## src/rtl/sgf_normalizer.sv

```systemverilog
// Normalization stage of the FP add/sub datapath: one right shift on carry-out,
// otherwise left shifts one bit per cycle until the hidden bit is set or exp hits 0.
module sgf_normalizer #(
    parameter int W_Sgf = 23,
    parameter int W_Exp = 8
) (
    input  logic             clk,
    input  logic             rst,
    input  logic             start,
    input  logic [W_Sgf+3:0] sgf_R,
    input  logic [W_Exp-1:0] exp_in,
    output logic [W_Sgf+2:0] sgf_N,
    output logic [W_Exp-1:0] exp_out,
    output logic             zero,
    output logic             overflow,
    output logic             underflow,
    output logic             busy,
    output logic             done
);

    // state | meaning
    // IDLE  | waiting for start; outputs hold last result
    // CHECK | classify captured sum: carry, zero, normalized, exp==0, or needs shifting
    // SHIFT | one left shift and exponent decrement per cycle
    // DONE  | result registered, done pulse
    typedef enum logic [1:0] {IDLE, CHECK, SHIFT, DONE} state_t;

    localparam int W_WORK = W_Sgf + 4;
    localparam logic [W_Exp-1:0] EXP_MAX = '1;
    localparam logic [W_Exp-1:0] EXP_ONE = {{(W_Exp-1){1'b0}}, 1'b1};

    state_t              state, state_nxt;
    logic [W_WORK-1:0]   work, work_nxt, work_shl;
    logic [W_Exp-1:0]    exp_cnt, exp_nxt, exp_dec;
    logic                zero_nxt, ovf_nxt, unf_nxt;

    always_comb begin
        state_nxt = state;
        work_nxt  = work;
        exp_nxt   = exp_cnt;
        zero_nxt  = zero;
        ovf_nxt   = overflow;
        unf_nxt   = underflow;
        work_shl  = {work[W_WORK-2:0], 1'b0};
        exp_dec   = exp_cnt - EXP_ONE;
        case (state)
            IDLE: begin
                if (start) begin
                    work_nxt  = sgf_R;
                    exp_nxt   = exp_in;
                    zero_nxt  = 1'b0;
                    ovf_nxt   = 1'b0;
                    unf_nxt   = 1'b0;
                    state_nxt = CHECK;
                end
            end
            CHECK: begin
                if (work[W_WORK-1]) begin
                    // right shift keeps the dropped bit as sticky in bit0
                    work_nxt = {1'b0, work[W_WORK-1:2], work[1] | work[0]};
                    if (exp_cnt >= EXP_MAX - EXP_ONE) begin
                        exp_nxt = EXP_MAX;
                        ovf_nxt = 1'b1;
                    end else begin
                        exp_nxt = exp_cnt + EXP_ONE;
                    end
                    state_nxt = DONE;
                end else if (work == '0) begin
                    zero_nxt  = 1'b1;
                    exp_nxt   = '0;
                    state_nxt = DONE;
                end else if (work[W_WORK-2]) begin
                    state_nxt = DONE;
                end else if (exp_cnt == '0) begin
                    unf_nxt   = 1'b1;
                    state_nxt = DONE;
                end else begin
                    state_nxt = SHIFT;
                end
            end
            SHIFT: begin
                work_nxt = work_shl;
                exp_nxt  = exp_dec;
                if (work_shl[W_WORK-2] || (exp_dec == '0)) state_nxt = DONE;
                if ((exp_dec == '0) && !work_shl[W_WORK-2]) unf_nxt = 1'b1;
            end
            DONE:    state_nxt = IDLE;
            default: state_nxt = IDLE;
        endcase
    end

    always_ff @(posedge clk or negedge rst) begin
        if (!rst) begin
            state     <= IDLE;
            work      <= '0;
            exp_cnt   <= '0;
            sgf_N     <= '0;
            exp_out   <= '0;
            zero      <= 1'b0;
            overflow  <= 1'b0;
            underflow <= 1'b0;
            busy      <= 1'b0;
            done      <= 1'b0;
        end else begin
            state     <= state_nxt;
            work      <= work_nxt;
            exp_cnt   <= exp_nxt;
            zero      <= zero_nxt;
            overflow  <= ovf_nxt;
            underflow <= unf_nxt;
            busy      <= (state_nxt == CHECK) || (state_nxt == SHIFT);
            done      <= (state_nxt == DONE);
            // result is registered on entry to DONE so it is valid with the done pulse
            if ((state_nxt == DONE) && (state != DONE)) begin
                sgf_N   <= work_nxt[W_Sgf+2:0];
                exp_out <= exp_nxt;
            end
        end
    end

endmodule

```

## config.mk

```make
export PLATFORM = sky130hd
export DESIGN_NAME = sgf_normalizer
export DESIGN_NICKNAME = d
export VERILOG_FILES = /design/src/rtl/sgf_normalizer.sv
export SDC_FILE = /design/constraint.sdc
export NUM_CORES = 1
export LEC_CHECK = 0
export ABC_CLOCK_PERIOD_IN_PS = 3300
export CAP_MARGIN = 0
export CORE_MARGIN = 3
export CORE_UTILIZATION = 45
export DETAILED_ROUTE_END_ITERATION = 6
export GPL_TIMING_DRIVEN = 0
export HOLD_SLACK_MARGIN = 0.05
export PLACE_DENSITY = 0.74
export SYNTH_ARGS = -nofsm -noshare
export SYNTH_HDL_FRONTEND = slang
export SYNTH_SLANG_ARGS = --single-unit
```

## constraint.sdc

```tcl
create_clock -name clk -period 3.3 [get_ports clk]
set_input_delay 0.66 -clock clk [delete_from_list [all_inputs] [get_ports clk]]
set_output_delay 0.66 -clock clk [all_outputs]
set_load 0.02 [all_outputs]
```

After elaboration in Yosys (flattened, before gate mapping)
Index checks and enable logic that the tools add are counted.

$add $sub $neg: 2. $lt $le $gt $ge: 1. Eq/ne operators: 16. Muxes and demuxes: 28. Bitwise gates (word level): 1. Reduce and logical (&&, ||, !) cells: 15.

Operators by type and width (number): $pmux 27 s3 (1); $mux 8 (4); $logic_not 27->1 (1); $mux 27 (1); $mux 26 (1); $pmux 8 s3 (1); $ne 2x2->1 const B (10); $logic_not 8->1 (2); $mux 1 (14); $add 8x1->8 const B (1); $eq 2x2->1 const B (4); $ge 8x8->1 const B (1); $pmux 2 s4 (1); $reduce_and 4->1 (2); $sub 8x1->8 const B (1); $reduce_and 7->1 (1); $eq 2x1->1 const B (2); $mux 2 (2); $pmux 1 s2 (2); $pmux 1 s3 (1); $reduce_bool 3->1 (1); $logic_and 1x1->1 (2); $logic_not 2->1 (1); $logic_or 1x1->1 (2); 4 further kinds (4).

Register bits: 76. Output and inout bits: 39.

Depth between registers and ports, before layout
Word-level depth: 8. Mapped depth: 14.

Least setup slack after synthesis
No wires, ideal clock.

Path type: register to register. Start: reg exp_cnt[0]. End: reg sgf_N[10]. Library setup time: 0.125 ns. Data arrival time: 3.310 ns. Required time: 3.175 ns. Setup slack: -0.134 ns. Cell stages (with the launch flop): 14. Path buffers: 3. Clock period less this slack: 3.434 ns. Cell sequence: dfrtp_1 > clkbuf_1 > inv_1 > ha_1 > nor2_1 > a31oi_1 > or4_1 > a21bo_1 > a32oi_1 > ha_1 > nor2b_1 > clkbuf_1 > clkbuf_1 > mux2_2.

Cells in the longest elaborated chain, start to end: 8.

RTL lines: from (decl) (line 34) `logic [W_Exp-1:0] exp_cnt, exp_nxt, exp_dec;`; from (signal assigned) (line 107) `exp_cnt <= exp_nxt;`; parallel branches: the longest is 5 deep, another holds $sub 8x1->8; $pmux 2 s4 (*) (line 46) `case (state)`; via state_nxt[0] (line 32) `state_t state, state_nxt;`; $eq 2x2->1 (*) (line 114) `if ((state_nxt == DONE) && (state != DONE)) begin`; $logic_and 1x1->1 (*) (line 114); to (signal assigned) (line 115) `sgf_N <= work_nxt[W_Sgf+2:0];`; to (decl) (line 12) `output logic [W_Sgf+2:0] sgf_N,`.

Mark *: on every way through the listed nets, which the timed path passes. A chain may end at the register's enable or synchronous reset.

Worst setup path in the final report
Start: reg exp_cnt[1]. End: reg sgf_N[14].

The elaborated chain is that of the path after synthesis.

==> flow_summary_export.csv <==
group,metric,value,unit
routing,finalWirelength,11.4,mm
critical_path,worstSetupEndpointType,"register",
floorplan,fp.dieW,98.6,µm
clock_tree,cts-root-buf,"clkbuf_8",
timing,rsz0062_at_grt,"true",
routing,viasPerCell,6.11,
clock_tree,clockBufferDepth,2,
timing,drv_slew,0,
critical_path,slowest_delay,0.51,ns
timing,slew_headroom,0.599,
critical_path,cp-startpoint,"exp_cnt[1]$_DFF_PN0_",
critical_path,cp_common_cell,"buf_4",
synth,ys_warn_count,0,
timing,timing.final.crit_share,0.968,
run_status,violations,"design-rule violations",
synth,synthesis.nets,421,
global_routing,grt_max_degree,43,
pwr,leakage,2.12,nW
synth,synth_edf_count,0,
pwr,ir_drop,0.417,mV
critical_path,path_max_fanout,10,
cells_and_area,nets,512,
global_routing,grt_overflow,0,
timing,hold_viol_final,0,
global_routing,grt_pass1_wl,18.4,mm
synth,ys.flop_type,"dfrtp_1",
clock_tree,clk_latency,0.35,ns
synth,seq_area_frac_synth,0.493,
timing,tightestPinTransition,0.601,ns
timing,setup_viol_count_final,0,
timing,clock_skew,0.00959,ns
critical_path,critical-path-slowest-cell,"or4_1",
critical_path,cp-start-kind,"register",
floorplan,std_cell_rows,33,
critical_path,worstPathCellList,"buf_4 -> inv_2 -> ha_4 -> and3b_1 -> a31oi_1 -> or4_1 -> a21bo_1 -> a32oi_2 -> ha_1 -> nor2b_1 -> buf_4 -> clkbuf_8 -> mux2_2",
cells_and_area,mostFrequentLayoutCells,"75 x dfrtp_1, 74 x clkdlybuf4s50_1, 42 x nand2_1",
placed_design,port_buffers,75,
placed_design,finalWeightedCongestion,0.897,
synth,synth.cell_area,3860,µm²
floorplan,initial_core_util,0.467,
global_routing,first_global_vias,3569,
synth,synth_async_sr_flop_share,1.00,
clock_tree,cts_sinks,76,
routing,antenna_left,0,
timing,setup_slack,0.107,ns
synth,post_synth.cell_area_avg,10.3,µm²
placed_design,dp_slack,-0.615,ns
timing,timing.setup.tns,0,ns
routing,route.detailed.drc,4,
cells_and_area,final_common_cell,"dfrtp_1",
synth,syn_inst,373,
floorplan,die_area,9720,µm²
floorplan,die_h,98.6,µm
global_routing,grt_usage,0.234,
critical_path,crit_required,3.54,ns
floorplan,core,8260,µm²
run_status,status,"complete, but fails checks",
job,max_cap_viol_count,0,
synth,ys_ff_latch,76,
global_routing,antenna_found_initial,0,
routing,wl_per_cell,20.0,µm
hold_path,hold_path.class,"primary input to asynchronous set/reset pin",
cells_and_area,syn2layout_area_growth,31.4,%
clock_tree,clkTransAtPathRegs,0.09,ns
timing,min_period,3.19,ns
critical_path,worstPathArrival,3.43,ns
pwr,power_density,1020,nW/µm²
placed_design,dp_hpwl,8.17,mm
cells_and_area,diodes,0,
floorplan,ios,77,
synth,synth_cell_types,51,
clock_tree,cts_buffers,9,
routing,dr.pass1.iters,7,
critical_path,path_class,"register to register",
routing,drt_iter0_drc,351,
critical_path,rr_startpoint,"exp_cnt[1]$_DFF_PN0_",
routing,num_vias,3503,
clock_tree,cts_tree,"yes",
cells_and_area,drive_above_1_share,0.145,
timing,max_freq,313,MHz
clock_tree,htree_levels,3,
==> flip-flops by register name (all words and copies together) (netlist names) <==
| register | count |
|---|---|
| underflow | 1 |
| busy | 1 |
| exp_cnt | 8 |
| work | 27 |
| done | 1 |
| state | 2 |
| exp_out | 8 |
| zero | 1 |
| sgf_N | 26 |
| overflow | 1 |
==> path summary, 6_finish.rpt <==
path	cells past startpoint	slack, ns	endpoint
worst min register to register	1	0.50	underflow$_DFFE_PN0P_
max in group asynchronous	2	2.46	sgf_N[17]$_DFFE_PN0P_
worst max register to register	13	0.11	sgf_N[14]$_DFFE_PN0P_
min in group clk	1	0.50	underflow$_DFFE_PN0P_
worst min-delay path	1	0.26	exp_out[7]$_DFFE_PN0P_
worst max-delay path	13	0.11	sgf_N[14]$_DFFE_PN0P_
==> report_power, final <==
part	internal, W	switching, W	total, W
Clock	0.000423	0.000357	0.000780
Combinational	0.00125	0.00164	0.00289
Sequential	0.00127	0.000255	0.00153
==> cell families after synthesis <==
| kind of cell | after synthesis | synth area share |
|---|---|---|
| compound gates | 113 | 0.214 |
| simple gates | 100 | 0.127 |
| flops | 76 | 0.493 |
| buf+inv | 41 | 0.0399 |
| mux | 28 | 0.0817 |
| fa+ha+maj | 10 | 0.0324 |
| xor+xnor | 5 | 0.0114 |
==> critical path: cells and delay by family, from the launching register on <==
family	cells	cell delay (ns)
buffers and inverters	4	0.63
adders and majority gates	2	0.36
and+or+nand+nor	3	0.80
AOI/OAI and AO/OA	3	0.51
DFF	1	0.42
muxes	1	0.34
==> metal layers <==
metal | part of all wire | GRT usage
met5 | 0 | 0
met4 | 0.021 | 0.0735
met3 | 0.071 | 0.0453
met2 | 0.49 | 0.383
met1 | 0.41 | 0.317
==> cells in the mapped netlist (all sizes together) (3+ instances only) <==
library cell | number | area (µm²)
nor4 | 5 | 31.3
a222oi | 26 | 260
a31oi | 9 | 56.3
o31ai | 3 | 22.5
dfrtp | 76 | 1900
ha | 10 | 125
buf | 4 | 15.0
or4 | 3 | 26.3
nand2 | 42 | 158
nand3 | 4 | 20.0
inv | 8 | 30.0
mux2 | 28 | 315
and2 | 3 | 18.8
a21oi | 8 | 40.0
clkbuf | 29 | 109
nor2 | 20 | 75.1
or3 | 3 | 18.8
o21ai | 43 | 230
a221oi | 5 | 43.8
nor3 | 4 | 31.3
o211ai | 3 | 22.5
nor2b | 4 | 25.0
xnor2 | 3 | 26.3
==> cell type report <==
cell class,count,area [µm²]
Clock buffer,9,124
Multi-Input combinational cell,256,1820
Inverter,8,32.5
Sequential cell,76,1900
Clock inverter,6,87.6
Tap cell,105,131
Buffer,33,171
Fill cell,721,3190
Timing Repair Buffer,80,798
==> per-stage QoR <==
stage	util	cells	total power, W	area, µm²	hold slack, ns
floorplan	-	373	0.00330	3860	0.364
detailed placement	0.577	554	0.00425	4760	0.485
global route	0.614	573	0.00553	5070	0.280
CTS	0.611	570	0.00515	5040	0.274
finish	0.614	573	0.00520	5070	0.258
global placement	0.575	553	0.00421	4740	0.475
==> timing repair <==
| action | 4_1_cts | 5_1_grt |
|---|---|---|
| pin swaps | 1 | 0 |
| gates resized for setup | 19 | 6 |
| setup endpoints to repair | 34 | 32 |
| hold buffers | 0 | 0 |
| setup buffers | 1 | 3 |
No activity file was read; power rests on OpenSTA's default activity.
